<file path="src/rtl/amber128_mem_arbiter.sv">
// Two-requester (fetch / data) arbiter in front of one 128-bit memory port, one transaction in flight.
// Optional build macro AMBER128_MEM_ARB_PERF_EN adds a saturating fetch-wait cycle counter.
module amber128_mem_arbiter #(
   parameter int ADDR_W       = 64,
   parameter int DATA_W       = 128,
   parameter int STARVE_LIMIT = 4
) (
   input  logic              clk,
   input  logic              rst_n,
   input  logic              if_req_i,
   input  logic [ADDR_W-1:0] if_addr_i,
   output logic              if_gnt_o,
   output logic              if_rvalid_o,
   output logic [DATA_W-1:0] if_rdata_o,
   input  logic              d_req_i,
   input  logic              d_we_i,
   input  logic [ADDR_W-1:0] d_addr_i,
   input  logic [DATA_W-1:0] d_wdata_i,
   output logic              d_gnt_o,
   output logic              d_rvalid_o,
   output logic [DATA_W-1:0] d_rdata_o,
   output logic              d_err_o,
   output logic              m_req_o,
   output logic              m_we_o,
   output logic [ADDR_W-1:0] m_addr_o,
   output logic [DATA_W-1:0] m_wdata_o,
   input  logic              m_gnt_i,
   input  logic              m_rvalid_i,
   input  logic [DATA_W-1:0] m_rdata_i,
   input  logic              m_err_i,
`ifdef AMBER128_MEM_ARB_PERF_EN
   output logic [31:0]       perf_if_wait_o,
`endif
   output logic              busy_o
);

   // Handshakes: a requester holds req/addr/data stable until its gnt pulse; the memory
   // holds nothing, m_req_o stays up until m_gnt_i, and m_rvalid_i arrives after gnt.
   typedef enum logic [1:0] {S_IDLE, S_ISSUE, S_WAIT, S_ERR} state_t;

   state_t              r_state;
   state_t              w_next;
   logic [3:0]          r_starve_cnt;
   logic                r_owner_d;
   logic                r_we;
   logic                r_m_req;
   logic [ADDR_W-1:0]   r_addr;
   logic [DATA_W-1:0]   r_wdata;
   logic                w_idle;
   logic                w_fetch_forced;
   logic                w_d_win;
   logic                w_if_win;
   logic                w_d_misalign;
   logic                w_unused_addr;

   assign w_idle         = (r_state == S_IDLE);
   assign w_fetch_forced = if_req_i && (r_starve_cnt == 4'(STARVE_LIMIT));
   // Gating with rst_n keeps the combinational grants low while reset is held.
   assign w_d_win        = rst_n && w_idle && d_req_i && !w_fetch_forced;
   assign w_if_win       = rst_n && w_idle && if_req_i && !w_d_win;
   assign w_d_misalign   = (d_addr_i[3:0] != 4'd0);
   assign w_unused_addr  = ^if_addr_i[3:0];

   always_ff @(posedge clk or negedge rst_n) begin
      if (!rst_n) r_state <= S_IDLE;
      else        r_state <= w_next;
   end

   always_comb begin
      w_next = r_state;
      case (r_state)
         S_IDLE: begin
            if (w_d_win)       w_next = w_d_misalign ? S_ERR : S_ISSUE;
            else if (w_if_win) w_next = S_ISSUE;
         end
         S_ISSUE: if (m_gnt_i)    w_next = S_WAIT;
         S_WAIT:  if (m_rvalid_i) w_next = S_IDLE;
         S_ERR:   w_next = S_IDLE;
         default: w_next = S_IDLE;
      endcase
   end

   always_comb begin
      if_gnt_o    = w_if_win;
      d_gnt_o     = w_d_win;
      if_rvalid_o = 1'b0;
      if_rdata_o  = '0;
      d_rvalid_o  = 1'b0;
      d_rdata_o   = '0;
      d_err_o     = 1'b0;
      busy_o      = !w_idle;
      case (r_state)
         S_WAIT: begin
            if (m_rvalid_i) begin
               if (r_owner_d) begin
                  d_rvalid_o = 1'b1;
                  d_err_o    = m_err_i;
                  d_rdata_o  = r_we ? '0 : m_rdata_i;
               end else begin
                  if_rvalid_o = 1'b1;
                  if_rdata_o  = m_rdata_i;
               end
            end
         end
         S_ERR: begin
            d_rvalid_o = 1'b1;
            d_err_o    = 1'b1;
         end
         default: ;
      endcase
   end

   always_ff @(posedge clk or negedge rst_n) begin
      if (!rst_n) begin
         r_owner_d <= 1'b0;
         r_we      <= 1'b0;
         r_m_req   <= 1'b0;
         r_addr    <= '0;
         r_wdata   <= '0;
      end else if (w_d_win || w_if_win) begin
         r_owner_d <= w_d_win;
         r_we      <= w_d_win && d_we_i;
         r_addr    <= w_d_win ? {d_addr_i[ADDR_W-1:4], 4'b0000} : {if_addr_i[ADDR_W-1:4], 4'b0000};
         r_wdata   <= w_d_win ? d_wdata_i : '0;
         r_m_req   <= !(w_d_win && w_d_misalign);
      end else if (r_state == S_ISSUE && m_gnt_i) begin
         r_m_req   <= 1'b0;
      end
   end

   // Counts data wins that overtook a waiting fetch; cleared whenever fetch wins or stops asking.
   always_ff @(posedge clk or negedge rst_n) begin
      if (!rst_n) begin
         r_starve_cnt <= 4'd0;
      end else if (w_idle) begin
         if (!if_req_i)
            r_starve_cnt <= 4'd0;
         else if (w_d_win && r_starve_cnt != 4'(STARVE_LIMIT))
            r_starve_cnt <= r_starve_cnt + 4'd1;
         else if (!w_d_win)
            r_starve_cnt <= 4'd0;
      end
   end

   assign m_req_o   = r_m_req;
   assign m_we_o    = r_we;
   assign m_addr_o  = r_addr;
   assign m_wdata_o = r_wdata;

`ifdef AMBER128_MEM_ARB_PERF_EN
   logic [31:0] r_perf_if_wait;

   always_ff @(posedge clk or negedge rst_n) begin
      if (!rst_n)
         r_perf_if_wait <= 32'd0;
      else if (if_req_i && !if_gnt_o && r_perf_if_wait != 32'hFFFF_FFFF)
         r_perf_if_wait <= r_perf_if_wait + 32'd1;
   end

   assign perf_if_wait_o = r_perf_if_wait;
`endif

endmodule

</file>
<file path="config.mk">
export PLATFORM = sky130hd
export DESIGN_NAME = amber128_mem_arbiter
export DESIGN_NICKNAME = d
export VERILOG_FILES = /design/src/rtl/amber128_mem_arbiter.sv
export SDC_FILE = /design/constraint.sdc
export NUM_CORES = 1
export LEC_CHECK = 0
export ABC_AREA = 1
export BUFFER_PORTS_ARGS = -buffer_cell sky130_fd_sc_hd__clkbuf_2
export CAP_MARGIN = 20
export CORE_AREA = 2 2 330 332
export DETAILED_ROUTE_END_ITERATION = 16
export DIE_AREA = 0 0 332 334
export GPL_TIMING_DRIVEN = 1
export SYNTH_ARGS = -nofsm -noshare
export SYNTH_HDL_FRONTEND = slang
export SYNTH_SLANG_ARGS = --single-unit
</file>
<file path="constraint.sdc">
create_clock -name clk -period 4.1 [get_ports clk]
set_clock_uncertainty 0.1 [all_clocks]
set_input_delay 0 -clock clk [delete_from_list [all_inputs] [get_ports clk]]
set_output_delay 0 -clock clk [all_outputs]
set_load 0.05 [all_outputs]
</file>
Word-level counts from Yosys, hierarchy flattened --
Cells that the tools add are included.
Word-level totals: bits in registers 201, bits of input ports 392
Cells by class: mux-type cells 29, equal/unequal tests 9, add/subtract/negate cells 1, reductions and logical operators 20
Operators with widths (number):
- $mux W128 | 8
- $mux W64 | 1
- $mux W4 | 3
- $logic_and A1 B1 Y1 | 10
- $mux W2 | 5
- $mux W1 | 9
- $pmux W2 S4 | 1
- $add A4 B1 Y4 const B | 1
- $eq A2 B2 Y1 const B | 2
- $eq A4 B3 Y1 const B | 1
- $logic_not A1 Y1 | 4
- $ne A2 B2 Y1 const B | 2
- $ne A4 B3 Y1 const B | 1
- $pmux W1 S2 | 2
- $reduce_bool A4 Y1 | 1
- $ne A3 B1 Y1 const B | 1
- $ne A3 B2 Y1 const B | 1
- $reduce_and A3 Y1 | 1
- $eq A2 B1 Y1 const B | 1
- $logic_not A2 Y1 | 1
- $reduce_and A2 Y1 | 1
- $reduce_bool A2 Y1 | 1
- $logic_or A1 B1 Y1 | 1

Logic depth before layout (Yosys ltp) --
depth in word-level cells 9, depth in mapped cells 10, depth with buffers taken out 9

Worst setup path before layout --
OpenSTA, ideal clock, no wires.
kind reg-to-output, start register r_we, in the netlist m_we_o, end output port d_rdata_o[107], path slack 1.623 ns, data arrival time 2.377 ns, path buffers 2, stages on the path, launching flop included 5, cell sequence dfrtp_1 > or2_2 > clkbuf_1 > clkbuf_1 > nor3_1
Between the ends: cells in the longest elaborated chain, start to end 4
Ends and longest elaborated chain:
- start, declared | line 45 | logic r_we;
- start signal, assigned | line 122 | r_we <= w_d_win && d_we_i;
- $mux W128 | line 98 | d_rdata_o = r_we ? '0 : m_rdata_i;
- $mux W128 | line 95 | if (r_owner_d) begin
- $mux W128 | line 94 | if (m_rvalid_i) begin
- $mux W128 | line 92 | case (r_state)
- end, declared | line 21 | output logic [DATA_W-1:0] d_rdata_o,
Every way passes these cells.

Worst setup path in the final report --
start register r_starve_cnt[0], end register r_addr[53], in the netlist m_addr_o[53]
Between the ends: cells in the longest elaborated chain, start to end 7, elaborated cells on any way between the ends 8, those cells by class 1 x eq/ne; 1 x mux; 6 x reduce/logical
Ends and longest elaborated chain:
- start, declared | line 43 | logic [3:0] r_starve_cnt;
- start signal, assigned | line 139 | r_starve_cnt <= r_starve_cnt + 4'd1;
- $eq A4 B3 Y1 * | line 57 | assign w_fetch_forced = if_req_i && (r_starve_cnt == 4'(STARVE_LIMIT));
- $logic_and A1 B1 Y1 * | line 57
- $logic_not A1 Y1 * | line 59 | assign w_d_win = rst_n && w_idle && d_req_i && !w_fetch_forced;
- $logic_and A1 B1 Y1 * | line 59
- $logic_not A1 Y1
- $logic_and A1 B1 Y1 | line 60 | assign w_if_win = rst_n && w_idle && if_req_i && !w_d_win;
- $logic_or A1 B1 Y1 | line 120 | end else if (w_d_win || w_if_win) begin
- end signal, assigned | line 123 | r_addr <= w_d_win ? {d_addr_i[ADDR_W-1:4], 4'b0000} : {if_addr_i[ADDR_W-1:4], 4'b0000};
- end, declared | line 47 | logic [ADDR_W-1:0] r_addr;
Every way passes the cells marked *; elsewhere a longest branch is shown, timed or not. A chain may end at the register's enable or synchronous reset.

==> impl_metrics.tcl <==
set metrics [dict create \
    fin_tns_setup_ns 0 \
    cts_max_path_buffers 2 \
    crit_arrival_ns 3.48 \
    switching_power_mw 8.40 \
    p_int_mw 5.75 \
    layout-drive-gt1-share_pct 34.5 \
    hold_viol_final 0 \
    grtUsageMet2_pct 23.2 \
    synth_edf_count 0 \
    synthDistinctLibCells 22 \
    yosys-top-cells-count "nand2_1, inv_1, dfrtp_1" \
    clk_pin_slew_ns 0.09 \
    finalSetupViolations 0 \
    grt.overflow.total 0 \
    grt_max_degree 121 \
    clock_sinks 197 \
    max-vdd-ir-drop_mv 0.523 \
    yosysTopAreaCell "dfrtp_1" \
    seq_power_share_pct 24.8 \
    wl_per_cell_um 18.9 \
    gp_congestion 0.864 \
    worstSetupEndpointType "flop" \
    crit_type "reg -> reg" \
    die_y_um 334 \
    cts_resized 0 \
    drt_first_pass_iters 5 \
    period_minus_slack_ns 3.21 \
    worstSetupStartpointType "flop" \
    worstMarginPinSlew_ns 1.02 \
    cts.htree.levels 4 \
    synth.avg_cell_area_um2 6.76 \
    final_area_um2 19400 \
    synthDominantCellAreaShare_pct 47.1 \
    ys.flop_type "dfrtp_1" \
    grt_use_total_pct 13.4 \
    synth_area_um2 10500 \
    post-route-period-util_pct 78.2 \
    ys_top_cells_by_area "dfrtp_1, nand2_1, inv_1" \
    start_util_pct 9.72 \
    worstHoldPathType "in -> async" \
    seq_area_frac_synth_pct 47.1 \
    antenna_found_initial 52 \
    slew_violations 0 \
    gr-usage-met1_pct 15.8 \
    combPwrFrac_pct 62.0 \
    maxSlewHeadroom_pct 32.2 \
    drt_iter0_drc 716 \
    clockRootBuffer "clkbuf_16" \
    std_cell_rows 121 \
    drc_errors 0 \
    rsz0062_at_grt "no" \
    portBuffers 839 \
    fmax_mhz 312 \
    synth_most_common_cell "nand2_1" \
    path_cells "inv_1, ha_1, nand2_1, nor2_1, nand2_1, nand2_2, buf_4, o21ai_0, nand2_1, dlygate4sd3_1, nand2_1" \
    dieWidth_um 332 \
    switching_share_pct 59.4 \
    grt_pass1_vias 13783 \
    boundaryPins 848 \
    powerDensity_nw_per_um2 730 \
    maxCapViolCount 0 \
    totalWireLength_um 76000 \
    async_flop_share_pct 100 \
    cp_num_buf_inv 3 \
    layout.nets 2979 \
    grt_use_met3_pct 4.70 \
    leakage_nw 11.1 \
    placed_area_um2 16100 \
    crit_family "simple AND/OR/NAND/NOR gates" \
    fp.coreArea_um2 108000 \
    viasPerCell 3.46 \
    vias 13977 \
    slowest_delay_ns 0.59 \
    yosysWarningCount 0 \
    crit_path_frequent_cell "nand2_1" \
    status "finished, final reports clean" \
    required_ns 4.37 \
    die_area_um2 111000 \
    dp_hpwl_um 62300 \
    syn_to_final_growth_pct 85.0 \
    clock_latency_ns 0.49 \
    yosys_register_bits 197 \
    cts_tree "done" \
    netlist_instances 1549 \
    worst_path_max_delay_cell "nand2_2" \
    cts_made_buffers 17 \
    clkPwrFrac_pct 13.2 \
    busiest_layer "met2" \
    grt_pass1_wl_um 105000 \
    drtAntennaViolNets 0 \
    crit_fanout 38 \
]
==> sequential cells by signal (all words and copies together) (netlist names) <==
signal        flops
m_wdata_o       128
m_addr_o         60
r_starve_cnt      4
r_state           2
m_req_o           1
m_we_o            1
r_owner_d         1
==> power groups by stage <==
stage / Combinational [mW] / Clock, mW / Sequential [mW]
floorplan: 2.54 / 0 / 6.85
global placement: 8.40 / 0 / 3.50
detailed placement: 8.46 / 0 / 3.51
CTS: 8.89 / 1.99 / 3.51
global route: 9.30 / 2.05 / 3.64
finish: 8.77 / 1.87 / 3.51
==> cells by family after synthesis <==
family,after synthesis,share of synthesized area (%)
and+or+nand+nor,921,34.8
other,1,0.0358
buffers and inverters,358,14.4
AOI/OAI and AO/OA,68,3.30
xor gates and xnor gates,2,0.167
adders and majority gates,2,0.239
DFF,197,47.1
==> tightest hold or removal path: stages <==
cell and delay (ns):
dlygate4sd3_1 0.57, buf_8 0.22, buf_16 0.28
==> path summary, 6_finish.rpt <==
| path | end | depth (start not counted) | from | slack, ns |
|---|---|---|---|---|
| max in group asynchronous | m_addr_o[20] | 3 | rst_n | 2.87 |
| max reg2reg | m_addr_o[53] | 11 | r_starve_cnt[0] | 0.89 |
| min in group clk | m_wdata_o[109] | 4 | d_wdata_i[109] | 0.14 |
| min | m_wdata_o[100] | 3 | rst_n | 0.09 |
| max | m_addr_o[53] | 11 | r_starve_cnt[0] | 0.89 |
| min reg2reg | m_wdata_o[116] | 2 | m_wdata_o[116] | 0.38 |
==> cells in the final DEF, fill, tap and decap left out, types with 2 or more instances in the layout <==
master           n
clkbuf_2       838
nand2_1        645
dlygate4sd3_1  258
inv_1          256
dfrtp_1        197
nor2_1         137
nor3_1         128
o21ai_0         62
diode_2         23
clkbuf_16       17
buf_4           13
inv_6            6
nand3_1          5
conb_1           4
a21oi_1          3
inv_8            3
buf_12           3
xor2_1           2
nand3_2          2
ha_1             2
bufinv_16        2
==> metal layers <==
metal | vias to the layer above | share of wire (%)
li1 | 6632 | -
met1 | 6580 | 40
met2 | 617 | 49
met3 | 106 | 8.7
met4 | 42 | 1.7
met5 | - | 0.32
==> metrics by stage <==
stage	power [mW]	setup slack, ns	util, %	instances	hold slack, ns
CTS	14.4	0.918	17.9	4011	0.0716
floorplan	9.39	1.62	-	1552	-0.396
detailed placement	12.0	1.46	14.9	3721	-0.137
global placement	11.9	1.53	14.9	3721	-0.145
global route	15.0	0.746	18.0	4027	0.0874
finish	14.1	0.892	18.0	4034	0.0882
==> what timing repair did <==
item	4_1_cts	5_1_grt
hold endpoints to repair	327	0
setup buffers	0	0
hold buffers	259	0
==> area by class of cell <==
| type | count | area [um^2] |
|---|---|---|
| Antenna cell | 23 | 57.6 |
| Clock buffer | 18 | 439 |
| Clock inverter | 13 | 159 |
| Fill cell | 12317 | 88400 |
| Inverter | 258 | 976 |
| Multi-Input combinational cell | 997 | 4070 |
| Sequential cell | 197 | 4930 |
| Tap cell | 1414 | 1770 |
| Timing Repair Buffer | 1114 | 6980 |
No activity file was read; power rests on OpenSTA's default activity.
